**config.mk**
```make
export PLATFORM = sky130hd
export DESIGN_NAME = mem_wb_stage_flat
export DESIGN_NICKNAME = d
export VERILOG_FILES = /design/src/rtl/mem_wb_stage_pkg.sv /design/src/rtl/mem_wb_stage_if.sv /design/src/rtl/mem_wb_stage_load_extend.sv /design/src/rtl/mem_wb_stage.sv /design/src/flat_wrapper.sv
export SDC_FILE = /design/constraint.sdc
export NUM_CORES = 1
export LEC_CHECK = 0
export CAP_MARGIN = 10
export CELL_PAD_IN_SITES_DETAIL_PLACEMENT = 1
export CELL_PAD_IN_SITES_GLOBAL_PLACEMENT = 2
export CORE_UTILIZATION = 27
export DETAILED_ROUTE_END_ITERATION = 8
export PLACE_DENSITY_LB_ADDON = 0.1
export SLEW_MARGIN = 20
export SYNTH_ARGS = -nofsm -noshare
export SYNTH_HDL_FRONTEND = slang
export SYNTH_SLANG_ARGS = --single-unit
```
**constraint.sdc**
```tcl
create_clock -name clk -period 7.09 [get_ports clk]
set_clock_uncertainty 0.1 [all_clocks]
set_input_delay 1.418 -clock clk [delete_from_list [all_inputs] [get_ports clk]]
set_output_delay 1.418 -clock clk [all_outputs]
set_load 0.02 [all_outputs]
```
**src/rtl/mem_wb_stage_pkg.sv**
```systemverilog
// mem_wb_stage_pkg: shared load-size encoding and link-register default for the MEM/WB slice
package mem_wb_stage_pkg;
    typedef enum logic [1:0] {LD_B = 2'd0, LD_H = 2'd1, LD_W = 2'd2} ld_size_e;
    localparam int LINK_REG_DEFAULT = 31;
endpackage

```
**src/rtl/mem_wb_stage_if.sv**
```systemverilog
// mem_wb_stage_if: MEM-side inputs, stall/flush control and WB-side results of the MEM->WB register
interface mem_wb_stage_if #(
    parameter int DATA_W   = 32,
    parameter int REG_AW   = 5,
    parameter int RETIRE_W = 32
);
    logic                stall;
    logic                flush;
    logic                mem_valid;
    logic [DATA_W-1:0]   mem_data;
    logic [DATA_W-1:0]   mem_alu_result;
    logic [DATA_W-1:0]   mem_pc_plus4;
    logic [REG_AW-1:0]   mem_rd;
    logic                mem_reg_write;
    logic                mem_mem_to_reg;
    logic                mem_jal;
    logic [1:0]          mem_ld_size;
    logic                mem_ld_unsigned;
    logic                wb_valid;
    logic [REG_AW-1:0]   wb_writereg;
    logic                wb_reg_write_final;
    logic [DATA_W-1:0]   wb_wdata;
    logic [RETIRE_W-1:0] retire_count;
    modport master (
        output stall, flush, mem_valid, mem_data, mem_alu_result, mem_pc_plus4, mem_rd,
               mem_reg_write, mem_mem_to_reg, mem_jal, mem_ld_size, mem_ld_unsigned,
        input  wb_valid, wb_writereg, wb_reg_write_final, wb_wdata, retire_count
    );
    modport slave (
        input  stall, flush, mem_valid, mem_data, mem_alu_result, mem_pc_plus4, mem_rd,
               mem_reg_write, mem_mem_to_reg, mem_jal, mem_ld_size, mem_ld_unsigned,
        output wb_valid, wb_writereg, wb_reg_write_final, wb_wdata, retire_count
    );
endinterface

```
**src/rtl/mem_wb_stage_load_extend.sv**
```systemverilog
// load_extend: selects the byte/half/word lane of an aligned load and sign- or zero-extends it
module load_extend
    import mem_wb_stage_pkg::*;
#(
    parameter int DATA_W = 32
) (
    input  logic [DATA_W-1:0] data,
    input  logic [1:0]        addr,
    input  logic [1:0]        size,
    input  logic              ld_unsigned,
    output logic [DATA_W-1:0] ext
);
    logic [31:0]              word;
    logic [7:0]               b;
    logic [15:0]              h;
    logic signed [DATA_W-1:0] sw;
    always_comb begin
        word = data[31:0];
        b    = word[{addr, 3'b000} +: 8];
        h    = addr[1] ? word[31:16] : word[15:0];
        sw   = $signed(word);
        // reserved size 2'b11 falls through to the word path
        ext  = size == LD_B ? {{(DATA_W-8){~ld_unsigned & b[7]}}, b}
             : size == LD_H ? {{(DATA_W-16){~ld_unsigned & h[15]}}, h}
             : ld_unsigned  ? DATA_W'(word)
             : sw;
    end
endmodule

```
**src/rtl/mem_wb_stage.sv**
```systemverilog
// mem_wb_stage: MEM->WB pipeline register with stall/flush, load extension, jal linking and retire count
module mem_wb_stage
    import mem_wb_stage_pkg::*;
#(
    parameter int DATA_W   = 32,
    parameter int REG_AW   = 5,
    parameter int LINK_REG = LINK_REG_DEFAULT,
    parameter int RETIRE_W = 32
) (
    input logic         clk,
    input logic         reset,
    mem_wb_stage_if.slave bus
);
    logic [DATA_W-1:0] ext_load;
    logic [REG_AW-1:0] target;
    logic              write_en;
    logic [DATA_W-1:0] wdata;
    logic              load;

    load_extend #(.DATA_W(DATA_W)) u_ext (
        .data       (bus.mem_data),
        .addr       (bus.mem_alu_result[1:0]),
        .size       (bus.mem_ld_size),
        .ld_unsigned(bus.mem_ld_unsigned),
        .ext        (ext_load)
    );

    always_comb begin
        target   = bus.mem_jal ? REG_AW'(LINK_REG) : bus.mem_rd;
        write_en = bus.mem_valid & (bus.mem_reg_write | bus.mem_jal) & (target != '0);
        wdata    = bus.mem_jal ? bus.mem_pc_plus4 : bus.mem_mem_to_reg ? ext_load : bus.mem_alu_result;
        load     = ~bus.flush & ~bus.stall;
    end

    always_ff @(posedge clk or posedge reset) begin
        if (reset) begin
            bus.wb_valid           <= 1'b0;
            bus.wb_writereg        <= '0;
            bus.wb_reg_write_final <= 1'b0;
            bus.wb_wdata           <= '0;
        end else if (bus.flush) begin
            bus.wb_valid           <= 1'b0;
            bus.wb_writereg        <= '0;
            bus.wb_reg_write_final <= 1'b0;
            bus.wb_wdata           <= '0;
        end else if (!bus.stall) begin
            bus.wb_valid           <= bus.mem_valid;
            bus.wb_writereg        <= target;
            bus.wb_reg_write_final <= write_en;
            bus.wb_wdata           <= wdata;
        end
    end

    always_ff @(posedge clk or posedge reset) begin
        if (reset)
            bus.retire_count <= '0;
        else if (load && bus.mem_valid)
            bus.retire_count <= bus.retire_count + 1'b1;
    end

`ifndef SYNTHESIS
    always @(posedge clk)
        if (bus.wb_reg_write_final)
            $display("[WB][%0t] write r%0d <= 0x%h", $time, bus.wb_writereg, bus.wb_wdata);
`endif
endmodule

```
**src/flat_wrapper.sv**
```systemverilog
// flat-port wrapper written by rule: the top's interface ports become plain ports
module mem_wb_stage_flat import mem_wb_stage_pkg::*;
#(
    parameter int DATA_W   = 32,
    parameter int REG_AW   = 5,
    parameter int LINK_REG = LINK_REG_DEFAULT,
    parameter int RETIRE_W = 32
)
  (clk, reset, bus_stall, bus_flush, bus_mem_valid, bus_mem_data, bus_mem_alu_result, bus_mem_pc_plus4, bus_mem_rd, bus_mem_reg_write, bus_mem_mem_to_reg, bus_mem_jal, bus_mem_ld_size, bus_mem_ld_unsigned, bus_wb_valid, bus_wb_writereg, bus_wb_reg_write_final, bus_wb_wdata, bus_retire_count);
  mem_wb_stage_if #(.DATA_W(DATA_W), .REG_AW(REG_AW), .RETIRE_W(RETIRE_W)) bus_i ();
  input logic clk;
  input logic reset;
  input wire logic [$bits(bus_i.stall)-1:0] bus_stall;
  input wire logic [$bits(bus_i.flush)-1:0] bus_flush;
  input wire logic [$bits(bus_i.mem_valid)-1:0] bus_mem_valid;
  input wire logic [$bits(bus_i.mem_data)-1:0] bus_mem_data;
  input wire logic [$bits(bus_i.mem_alu_result)-1:0] bus_mem_alu_result;
  input wire logic [$bits(bus_i.mem_pc_plus4)-1:0] bus_mem_pc_plus4;
  input wire logic [$bits(bus_i.mem_rd)-1:0] bus_mem_rd;
  input wire logic [$bits(bus_i.mem_reg_write)-1:0] bus_mem_reg_write;
  input wire logic [$bits(bus_i.mem_mem_to_reg)-1:0] bus_mem_mem_to_reg;
  input wire logic [$bits(bus_i.mem_jal)-1:0] bus_mem_jal;
  input wire logic [$bits(bus_i.mem_ld_size)-1:0] bus_mem_ld_size;
  input wire logic [$bits(bus_i.mem_ld_unsigned)-1:0] bus_mem_ld_unsigned;
  output wire logic [$bits(bus_i.wb_valid)-1:0] bus_wb_valid;
  output wire logic [$bits(bus_i.wb_writereg)-1:0] bus_wb_writereg;
  output wire logic [$bits(bus_i.wb_reg_write_final)-1:0] bus_wb_reg_write_final;
  output wire logic [$bits(bus_i.wb_wdata)-1:0] bus_wb_wdata;
  output wire logic [$bits(bus_i.retire_count)-1:0] bus_retire_count;
  assign bus_i.stall = bus_stall;
  assign bus_i.flush = bus_flush;
  assign bus_i.mem_valid = bus_mem_valid;
  assign bus_i.mem_data = bus_mem_data;
  assign bus_i.mem_alu_result = bus_mem_alu_result;
  assign bus_i.mem_pc_plus4 = bus_mem_pc_plus4;
  assign bus_i.mem_rd = bus_mem_rd;
  assign bus_i.mem_reg_write = bus_mem_reg_write;
  assign bus_i.mem_mem_to_reg = bus_mem_mem_to_reg;
  assign bus_i.mem_jal = bus_mem_jal;
  assign bus_i.mem_ld_size = bus_mem_ld_size;
  assign bus_i.mem_ld_unsigned = bus_mem_ld_unsigned;
  assign bus_wb_valid = bus_i.wb_valid;
  assign bus_wb_writereg = bus_i.wb_writereg;
  assign bus_wb_reg_write_final = bus_i.wb_reg_write_final;
  assign bus_wb_wdata = bus_i.wb_wdata;
  assign bus_retire_count = bus_i.retire_count;
  mem_wb_stage #(.DATA_W(DATA_W), .REG_AW(REG_AW), .LINK_REG(LINK_REG), .RETIRE_W(RETIRE_W)) u_core (.clk(clk), .reset(reset), .bus(bus_i));
endmodule
```
==> flow_summary.yaml <==
floorplanning:
  initial_core_util: 0.281
  die_area_mm2: 0.0166
  io_pins: 183
  core_area_mm2: 0.0154
  die_w_um: 129
  rows: 45
  fp.dieH_um: 129
clock_tree:
  insertion_delay_ns: 0.34
  cts_setup_buffers: 0
  path_clk_slew_ns: 0.06
  cts_root_buffer: "clkbuf_16"
  cts.repair.resized: 0
  htree_levels: 3
  cts_made_buffers: 9
  cts_tree: "done"
  cts_hold_buf: 0
  cts_num_sinks: 71
  clk_path_buf_depth: 2
detailed_routing:
  drc: 0
  drtAntennaViolNets: 0
  via_per_inst: 5.19
  wirelength_um: 16800
  wl_met1_um: 8100
  dr_total_vias: 4367
  highest_layer: "met4"
  first_pass_iters: 4
  drt-initial-drc-count: 181
  wl_per_cell_um: 20.0
  wl_met3_um: 1070
  met2WireLength_um: 7300
sta:
  tns_ns: 0
  min_period_ns: 3.77
  slew_headroom: 0.304
  setup_slack_ns: 3.32
  period_share: 0.532
  worst_pin_slew_ns: 1.04
  slew_viol_final: 0
  setup_viol: 0
  hold_viol_final: 0
  fmax_mhz: 265
  rsz0062_at_grt: "false"
global_route:
  grt_pass1_vias: 4741
  antenna_found_initial: 0
  grt_max_degree: 72
  groute.usage.overall: 0.213
  grt.overflow.total: 0
  grt_pass1_wl_um: 26800
setup_path:
  critPathMaxFanout: 33
  cp.required_ns: 7.23
  reg2reg_slack_ns: 5.04
  reg2regPathDepth: 6
  endpoint: "u_core.bus.wb_wdata[2]"
  timing.rr.end: "u_core.bus.retire_count[22]"
  cp.arrival_ns: 3.91
  startpoint: "bus_mem_ld_size[1]"
  cp-start-kind: "input pin"
  worst-setup-path-type: "input pin to flop"
  crit_path_end_kind: "flop"
  r2r-start: "u_core.bus.retire_count[0]"
final_layout:
  finish.net_count: 739
  design_area_mm2: 0.00656
  drive_above_1_share: 0.0968
  synthToLayoutAreaGrowth_pct: 51.4
  num_antenna_cells: 0
power:
  p_int_mw: 0.827
  p_leak_nw: 2.61
  p_per_area_mw_per_mm2: 183
  p_seq_frac: 0.391
  pwr-share-clk: 0.343
  sw_frac_of_total: 0.309
  comb_power_share: 0.267
  p_switching_mw: 0.371
  ir_drop_mv: 0.101
placed_design:
  place_ws_ns: 3.10
  hpwl_um: 12200
  io_buffers: 182
  place_area_mm2: 0.00629
  routabilityCongestion: 0.804
synth:
  yosysWarnings: 0
  syn-num-nets: 576
  async_reset_ff_frac: 1.00
  synthesis.area_mm2: 0.00434
  synth.area.top_cells: "dfrtp_1, o22ai_1, a21oi_1"
  synth_area_leader_cell: "dfrtp_1"
  yosysUniqueCellTypes: 53
  synth_top_area_share: 0.410
  synthFlopType: "dfrtp_1"
  synth_edf_count: 0
  syn_area_per_cell_um2: 9.36
  ys_seq_elements: 71
  yosysMostFrequentCell: "dfrtp_1"
  synth_common_cells: "dfrtp_1, nor2_1, a21oi_1"
  yosysSeqAreaShare: 0.410
  synthCells: 463
worst_hold_path:
  hp-class: "flop to flop"
outcome:
  outcome: "finished clean"
run:
  cap_violations: 0
layout by cell type, fill, tap and decap left out, types with 10 or more instances in the layout:
cell             netlist  final
clkdlybuf4s50_1        0    179
dfrtp_1               71     71
nor2_1                60     59
a21oi_1               52     52
o22ai_1               45     45
a22oi_1               22     22
nand2_1               21     21
xnor2_1               21     21
nand3_1               12     12
o21ai_0               12     12
o22ai_2               10     10
sequential cells by signal, indices dropped and copies added, names as in the netlist:
register	flops
u_core.bus.wb_valid	1
u_core.bus.wb_wdata	32
u_core.bus.wb_reg_write_final	1
u_core.bus.retire_count	32
u_core.bus.wb_writereg	5
cell type report:
class | instances | area [µm²]
Tap cell | 211 | 264
Timing Repair Buffer | 186 | 1840
Clock inverter | 6 | 38.8
Sequential cell | 71 | 1780
Clock buffer | 9 | 225
Multi-Input combinational cell | 345 | 2370
Inverter | 13 | 50.0
Fill cell | 1799 | 8860
worst min path at each step:
stage / from / endpoint / depth (start not counted)
after floorplan: u_core.bus.retire_count[31] / u_core.bus.retire_count[31] / 1
after global placement: u_core.bus.retire_count[31] / u_core.bus.retire_count[31] / 1
after detailed placement: u_core.bus.retire_count[31] / u_core.bus.retire_count[31] / 1
after CTS: u_core.bus.retire_count[31] / u_core.bus.retire_count[31] / 1
after global routing: u_core.bus.retire_count[31] / u_core.bus.retire_count[31] / 1
final: u_core.bus.retire_count[31] / u_core.bus.retire_count[31] / 1
metrics by stage:
stage          utilization  hold WS [ns]  power, mW  instances
2_1_floorplan            -         0.478      0.623        463
3_3_place_gp         0.408         0.357      0.790        826
3_5_place_dp         0.408         0.365      0.796        826
4_1_cts              0.425         0.377       1.22        841
5_1_grt              0.425         0.398       1.26        841
6_report             0.425         0.375       1.20        841
kinds of logic after synthesis:
family | share of synthesized area
adder cells (fa/ha/maj) | 0.00289
XOR/XNOR | 0.0644
multiplexers | 0.0514
AO/OA/AOI/OAI | 0.265
buffers and inverters | 0.0450
flip-flops | 0.410
AND/OR/NAND/NOR | 0.161
power by group through the flow:
stage / sequential [mW] / clock (mW) / combinational, mW
6_report: 0.468 / 0.411 / 0.319
2_1_floorplan: 0.504 / 0 / 0.119
5_1_grt: 0.474 / 0.444 / 0.345
4_1_cts: 0.469 / 0.427 / 0.322
3_5_place_dp: 0.475 / 0 / 0.321
3_3_place_gp: 0.474 / 0 / 0.317
routing by layer:
layer | up-vias | global-route usage
li1 | 2060 | -
met4 | 0 | 0.0830
met2 | 139 | 0.320
met3 | 21 | 0.0457
met5 | - | 0
met1 | 2147 | 0.299
critical path, cell delays in order:
cell,delay [ns]
clkdlybuf4s50_1,0.60
clkinv_1,0.87
nand2_1,0.50
o21ai_0,0.25
a211oi_1,0.28
(Power assumes the default switching activity.)
